**src/rtl/imem_loader_if.sv**
```systemverilog
// imem_loader_if: byte-stream input, instruction-memory write port and status
// of the boot loader. "slave" is the loader side; "master" is the side that
// feeds the byte stream and observes the writes and status.
interface imem_loader_if #(
  parameter int ADDR_W = 7
);
  logic              start;
  logic [ADDR_W:0]   length;
  logic [7:0]        byte_in;
  logic              byte_valid;
  logic              byte_ready;
  logic              wr_en;
  logic [ADDR_W-1:0] wr_addr;
  logic [31:0]       wr_data;
  logic              cpu_reset;
  logic              busy;
  logic              error;

  modport slave (
    input  start, length, byte_in, byte_valid,
    output byte_ready, wr_en, wr_addr, wr_data, cpu_reset, busy, error
  );

  modport master (
    output start, length, byte_in, byte_valid,
    input  byte_ready, wr_en, wr_addr, wr_data, cpu_reset, busy, error
  );
endinterface

```
**src/rtl/imem_loader.sv**
```systemverilog
// imem_loader: boot-time instruction memory filler. Assembles big-endian
// 32-bit words from a valid/ready byte stream, writes one word per WRITE cycle
// and holds the core in reset until the requested number of words is written.
// Optional feature: define LOADER_CHECKSUM_EN to add a trailing XOR checksum
// word (CHECK state) that gates release of the core reset.
module imem_loader #(
  parameter int DEPTH_WORDS = 128,
  parameter int ADDR_W      = 7
) (
  input logic          i_clk,
  input logic          i_rst,
  imem_loader_if.slave bus
);

  typedef enum logic [2:0] {
    S_IDLE,
    S_LOAD,
    S_WRITE,
`ifdef LOADER_CHECKSUM_EN
    S_CHECK,
`endif
    S_DONE
  } state_t;

  localparam logic [ADDR_W:0] LEN_MAX = (ADDR_W+1)'(DEPTH_WORDS);

  state_t            r_state;
  logic [ADDR_W:0]   r_len;
  logic [ADDR_W:0]   r_word_cnt;
  logic [1:0]        r_byte_cnt;
  logic [23:0]       r_word;
  logic              r_byte_ready;
  logic              r_wr_en;
  logic [ADDR_W-1:0] r_wr_addr;
  logic [31:0]       r_wr_data;
  logic              r_cpu_reset;
  logic              r_busy;
`ifdef LOADER_CHECKSUM_EN
  logic [31:0]       r_csum;
  logic              r_error;
`endif

  logic [ADDR_W:0]   w_len;
  logic              w_xfer;
  logic [31:0]       w_word;
  logic [ADDR_W:0]   w_cnt_inc;

  // Clamp the requested length so a write past the last word cannot happen.
  assign w_len     = (bus.length > LEN_MAX) ? LEN_MAX : bus.length;
  assign w_xfer    = bus.byte_valid & r_byte_ready;
  assign w_word    = {r_word, bus.byte_in};
  assign w_cnt_inc = r_word_cnt + (ADDR_W+1)'(1);

  assign bus.byte_ready = r_byte_ready;
  assign bus.wr_en      = r_wr_en;
  assign bus.wr_addr    = r_wr_addr;
  assign bus.wr_data    = r_wr_data;
  assign bus.cpu_reset  = r_cpu_reset;
  assign bus.busy       = r_busy;
`ifdef LOADER_CHECKSUM_EN
  assign bus.error      = r_error;
`else
  assign bus.error      = 1'b0;
`endif

  // Loader FSM; every output is a register updated alongside the state.
  always_ff @(posedge i_clk) begin
    if (i_rst) begin
      r_state      <= S_IDLE;
      r_len        <= '0;
      r_word_cnt   <= '0;
      r_byte_cnt   <= '0;
      r_word       <= '0;
      r_byte_ready <= 1'b0;
      r_wr_en      <= 1'b0;
      r_wr_addr    <= '0;
      r_wr_data    <= '0;
      r_cpu_reset  <= 1'b1;
      r_busy       <= 1'b0;
`ifdef LOADER_CHECKSUM_EN
      r_csum       <= '0;
      r_error      <= 1'b0;
`endif
    end else begin
      r_wr_en <= 1'b0;
      case (r_state)
        S_IDLE, S_DONE: begin
          if (bus.start) begin
            r_len       <= w_len;
            r_word_cnt  <= '0;
            r_byte_cnt  <= '0;
            r_cpu_reset <= 1'b1;
`ifdef LOADER_CHECKSUM_EN
            r_csum      <= '0;
            r_error     <= 1'b0;
`endif
            if (w_len == '0) begin
`ifdef LOADER_CHECKSUM_EN
              // Empty program still needs its (zero) checksum word.
              r_state      <= S_CHECK;
              r_byte_ready <= 1'b1;
              r_busy       <= 1'b1;
`else
              r_state      <= S_DONE;
              r_cpu_reset  <= 1'b0;
              r_busy       <= 1'b0;
`endif
            end else begin
              r_state      <= S_LOAD;
              r_byte_ready <= 1'b1;
              r_busy       <= 1'b1;
            end
          end
        end
        S_LOAD: begin
          if (w_xfer) begin
            r_word     <= w_word[23:0];
            r_byte_cnt <= r_byte_cnt + 2'd1;
            if (r_byte_cnt == 2'd3) begin
              r_state      <= S_WRITE;
              r_byte_ready <= 1'b0;
              r_wr_en      <= 1'b1;
              r_wr_addr    <= r_word_cnt[ADDR_W-1:0];
              r_wr_data    <= w_word;
            end
          end
        end
        S_WRITE: begin
          r_word_cnt   <= w_cnt_inc;
          r_byte_ready <= 1'b1;
`ifdef LOADER_CHECKSUM_EN
          r_csum       <= r_csum ^ r_wr_data;
`endif
          if (w_cnt_inc == r_len) begin
`ifdef LOADER_CHECKSUM_EN
            r_state      <= S_CHECK;
`else
            r_state      <= S_DONE;
            r_byte_ready <= 1'b0;
            r_cpu_reset  <= 1'b0;
            r_busy       <= 1'b0;
`endif
          end else begin
            r_state <= S_LOAD;
          end
        end
`ifdef LOADER_CHECKSUM_EN
        S_CHECK: begin
          if (w_xfer) begin
            r_word     <= w_word[23:0];
            r_byte_cnt <= r_byte_cnt + 2'd1;
            if (r_byte_cnt == 2'd3) begin
              r_state      <= S_DONE;
              r_byte_ready <= 1'b0;
              r_busy       <= 1'b0;
              r_error      <= (w_word != r_csum);
              r_cpu_reset  <= (w_word != r_csum);
            end
          end
        end
`endif
        default: r_state <= S_IDLE;
      endcase
    end
  end

endmodule

```
**src/flat_wrapper.sv**
```systemverilog
// flat-port wrapper written by rule: the top's interface ports become plain ports
module imem_loader_flat 
#(
  parameter int DEPTH_WORDS = 128,
  parameter int ADDR_W      = 7
)
  (i_clk, i_rst, bus_start, bus_length, bus_byte_in, bus_byte_valid, bus_byte_ready, bus_wr_en, bus_wr_addr, bus_wr_data, bus_cpu_reset, bus_busy, bus_error);
  imem_loader_if #(.ADDR_W(ADDR_W)) bus_i ();
  input logic i_clk;
  input logic i_rst;
  input wire logic [$bits(bus_i.start)-1:0] bus_start;
  input wire logic [$bits(bus_i.length)-1:0] bus_length;
  input wire logic [$bits(bus_i.byte_in)-1:0] bus_byte_in;
  input wire logic [$bits(bus_i.byte_valid)-1:0] bus_byte_valid;
  output wire logic [$bits(bus_i.byte_ready)-1:0] bus_byte_ready;
  output wire logic [$bits(bus_i.wr_en)-1:0] bus_wr_en;
  output wire logic [$bits(bus_i.wr_addr)-1:0] bus_wr_addr;
  output wire logic [$bits(bus_i.wr_data)-1:0] bus_wr_data;
  output wire logic [$bits(bus_i.cpu_reset)-1:0] bus_cpu_reset;
  output wire logic [$bits(bus_i.busy)-1:0] bus_busy;
  output wire logic [$bits(bus_i.error)-1:0] bus_error;
  assign bus_i.start = bus_start;
  assign bus_i.length = bus_length;
  assign bus_i.byte_in = bus_byte_in;
  assign bus_i.byte_valid = bus_byte_valid;
  assign bus_byte_ready = bus_i.byte_ready;
  assign bus_wr_en = bus_i.wr_en;
  assign bus_wr_addr = bus_i.wr_addr;
  assign bus_wr_data = bus_i.wr_data;
  assign bus_cpu_reset = bus_i.cpu_reset;
  assign bus_busy = bus_i.busy;
  assign bus_error = bus_i.error;
  imem_loader #(.DEPTH_WORDS(DEPTH_WORDS), .ADDR_W(ADDR_W)) u_core (.i_clk(i_clk), .i_rst(i_rst), .bus(bus_i));
endmodule
```
**config.mk**
```make
export PLATFORM = sky130hd
export DESIGN_NAME = imem_loader_flat
export DESIGN_NICKNAME = d
export VERILOG_FILES = /design/src/rtl/imem_loader_if.sv /design/src/rtl/imem_loader.sv /design/src/flat_wrapper.sv
export SDC_FILE = /design/constraint.sdc
export NUM_CORES = 1
export LEC_CHECK = 0
export ABC_AREA = 1
export CELL_PAD_IN_SITES_DETAIL_PLACEMENT = 1
export CELL_PAD_IN_SITES_GLOBAL_PLACEMENT = 2
export CORE_ASPECT_RATIO = 2
export CORE_MARGIN = 8
export CORE_UTILIZATION = 26
export CTS_CLUSTER_DIAMETER = 30
export CTS_CLUSTER_SIZE = 30
export DETAILED_ROUTE_END_ITERATION = 6
export GPL_ROUTABILITY_DRIVEN = 0
export PLACE_DENSITY = 0.8
export RECOVER_POWER = 100
export SLEW_MARGIN = 20
export SYNTH_ARGS = -nofsm -noshare
export SYNTH_HDL_FRONTEND = slang
export SYNTH_SLANG_ARGS = --single-unit
```
**constraint.sdc**
```tcl
create_clock -name i_clk -period 1.8 [get_ports i_clk]
set_input_delay 0.36 -clock i_clk [delete_from_list [all_inputs] [get_ports i_clk]]
set_output_delay 0.36 -clock i_clk [all_outputs]
set_load 0.005 [all_outputs]
```
==> reports/results.tsv, run 1 <==
stage	metric	value	unit
final_layout	syn_to_final_growth	37.1	%
synth	syn_nets	486	
synth	async_reset_ff_share	0	%
die	die_x	97.8	microns
timing	hold_violations	0	
timing	fin_hold_ws	464	ps
die	io_pins	64	
synth	synth_top_area_share	50.1	%
cts	clockRootBuffer	clkbuf_16	
detailed_routing	wl_met2	4500	microns
global_route	antenna_found_initial	0	
timing	fin_crit_sh	92.8	%
worst_setup_path	worstPathArrival	1890	ps
timing	slew_violations	0	
final_layout	n_fill_cell	1608	
synth	netlist_top_cells_area	dfxtp_1, o21ai_0, nand2_1	
timing	rsz0062_at_grt	true	
timing	worst_slack	129	ps
timing	period_needed	1670	ps
detailed_routing	dr.max_layer_used	met4	
synth	postSynthAreaPerCell	7.55	sq um
timing	setup_viol	0	
die	start_util	26.2	%
timing	fmax	0.599	GHz
die	coreArea	13300	sq um
die	die_h	180	microns
global_route	grt_pass1_vias	3489	
worst_setup_path	crit_required	2020	ps
detailed_routing	via_count	3311	
power_and_ir_drop	p_leak	1.91	nW
synth	synth_edf_count	0	
detailed_routing	drt-vias-per-instance	4.70	
synth	ys_warn_count	0	
place	port_buffers	62	
cts	cts.hold.buffers_added	0	
detailed_routing	wl	9910	microns
synth	synth_area_leader_cell	dfxtp_1	
place	post-place-ws	-123	ps
synth	syn_inst	461	
die	rows	60	
power_and_ir_drop	ir_worst_vdd	0.633	mV
global_route	grt_remaining_overflow	0	
detailed_routing	drt-wirelength-per-cell	14.1	microns
detailed_routing	firstDrtPassIters	4	
die	die_area	17600	sq um
cts	cts_made_buffers	9	
global_route	grt_usage	11.6	%
cts	cts.sinks	87	
timing	finClkSkew	8.41	ps
synth	ys_ff_latch	87	
worst_setup_path	start_kind	register	
detailed_routing	wl_met1	4750	microns
min_path	hp-class	register to register	
cts	cts_tree	yes	
cts	clockBufferDepth	2	
detailed_routing	drc	0	
synth	synth-seq-area-share	50.1	%
detailed_routing	ant_nets	0	
final_layout	nNetsFinal	569	
flow_run	maxCapViolCount	0	
final_layout	n_antenna_cell	0	
synth	yosysUniqueCellTypes	28	
power_and_ir_drop	total_power	5.22	mW
worst_setup_path	crit_type	register to register	
run_status	status	finished, final reports clean	
synth	synth_ff_type	dfxtp_1	
place	place_hpwl	7220	microns
synth	netlist_area	3480	sq um
final_layout	fin_util	35.9	%
global_route	grt_pass1_wl	16800	microns
power_and_ir_drop	p_per_area	1090	nW/um^2
cts	htree_levels	3	
global_route	grt_max_degree	51	
cts	clock_latency	340	ps
worst_setup_path	cp_max_fo	6	
worst_setup_path	critPathCaptureType	register	
cts	clk_pin_slew_worst_paths	70	ps
detailed_routing	drt_iter0_drc	85	
final_layout	drive_gt1_share	12.2	%
detailed_routing	dr_wl_met3	518	microns
==> area by class of cell <==
cell class / count / area (sq um) / share of cell area (%)
tap: 155 / 194 / 4.07
inverter: 39 / 146 / 3.07
clock buffer: 10 / 229 / 4.80
sequential: 87 / 1750 / 36.6
clock inverter: 6 / 51.3 / 1.08
timing repair buffer: 92 / 883 / 18.5
multi-input combinational: 315 / 1520 / 31.9
==> sequential cells by signal, summed over array words and instances, names as in the netlist, 2 cells and up <==
name and flops:
u_core.bus.wr_addr 7, u_core.r_word 24, u_core.r_state 2, u_core.r_word_cnt 8, u_core.r_len 8, u_core.bus.wr_data 32, u_core.r_byte_cnt 2
==> power breakdown <==
group | switching [mW] | leakage, nW | internal, mW | total, mW
clock | 0.801 | 0.134 | 0.955 | 1.76
combinational | 0.732 | 1.07 | 0.539 | 1.27
sequential | 0.101 | 0.705 | 2.09 | 2.19
==> stage by stage <==
step           cell area [sq um]  TNS [ps]  cells
2_1_floorplan               3480         0    461
3_3_place_gp                4450     -31.2    685
3_5_place_dp                4450      -206    685
4_1_cts                     4730         0    701
5_1_grt                     4770     -60.8    704
6_report                    4770         0    704
==> cells in the mapped netlist (4+ instances only) <==
| library cell | count |
|---|---|
| nand2_1 | 71 |
| inv_2 | 6 |
| dfxtp_1 | 87 |
| ha_1 | 5 |
| nor2_4 | 4 |
| clkbuf_1 | 15 |
| a21oi_1 | 52 |
| o21ai_1 | 7 |
| nand3_1 | 36 |
| nor2_1 | 61 |
| inv_1 | 33 |
| o21ai_0 | 61 |
==> cell families (layout without fill, tap and decap cells) <==
family | count (synthesis) | after routing | synth area share [%]
DFF | 87 | 87 | 50.1
adders and majority gates | 5 | 5 | 1.80
buffers and inverters | 59 | 147 | 6.58
xor gates and xnor gates | 2 | 2 | 0.504
AOI/OAI and AO/OA | 126 | 126 | 18.6
and+or+nand+nor | 181 | 181 | 22.3
other | 1 | 1 | 0.108
==> what timing repair did <==
| action | in CTS | in global routing |
|---|---|---|
| setup endpoints to repair | 1 | 8 |
| cloned | 0 | 0 |
| gates resized for setup | 1 | 9 |
| pin swaps | 0 | 3 |
| buffers inserted | 0 | 3 |
==> routing by layer <==
metal / track usage (%) / vias to the layer above
met5: 0 / -
met4: 4.09 / 0
met3: 3.72 / 11
met2: 18.4 / 67
met1: 14.2 / 1554
li1: - / 1679
==> worst paths after layout <==
| path | cells after the start | slack [ps] | end | startpoint |
|---|---|---|---|---|
| max reg2reg | 14 | 130 | u_core.bus.cpu_reset | u_core.r_word_cnt[1] |
| min | 2 | 460 | u_core.r_word[20] | u_core.r_word[12] |
| min reg2reg | 2 | 460 | u_core.r_word[20] | u_core.r_word[12] |
| max | 14 | 130 | u_core.bus.cpu_reset | u_core.r_word_cnt[1] |
==> worst max-delay path, cell delays in order, from the launching register on <==
cell and delay (ps):
dfxtp_2 330, ha_2 170, nand2_1 80, inv_2 130, nand2_1 80, nand2_2 70, nand2_1 70, nand2_1 90
nand2_1 50, nor2_1 90, nand3_1 100, nand2_2 80, nand2_1 80, nand2_1 70, nand3_1 60
==> cells in the final DEF (no fill, tap or decap), drive strengths merged, types with 2 or more instances in the layout <==
cell type and count:
clkdlybuf4s50 62, clkinv 2, a21oi 53, dfxtp 87, nand3 36, buf 30
nand2 73, a211oi 2, nand4 3, clkbuf 10, nor2 67, o21ai 68
ha 5, inv 42
Note: power is estimated with default switching activity, not from simulation.
==> run 2: changes to the inputs <==
CTS_CLUSTER_SIZE = 8   (was 30)
==> results of run 2 <==
No change in the layout: final DEF, timing and power equal those of run 1.
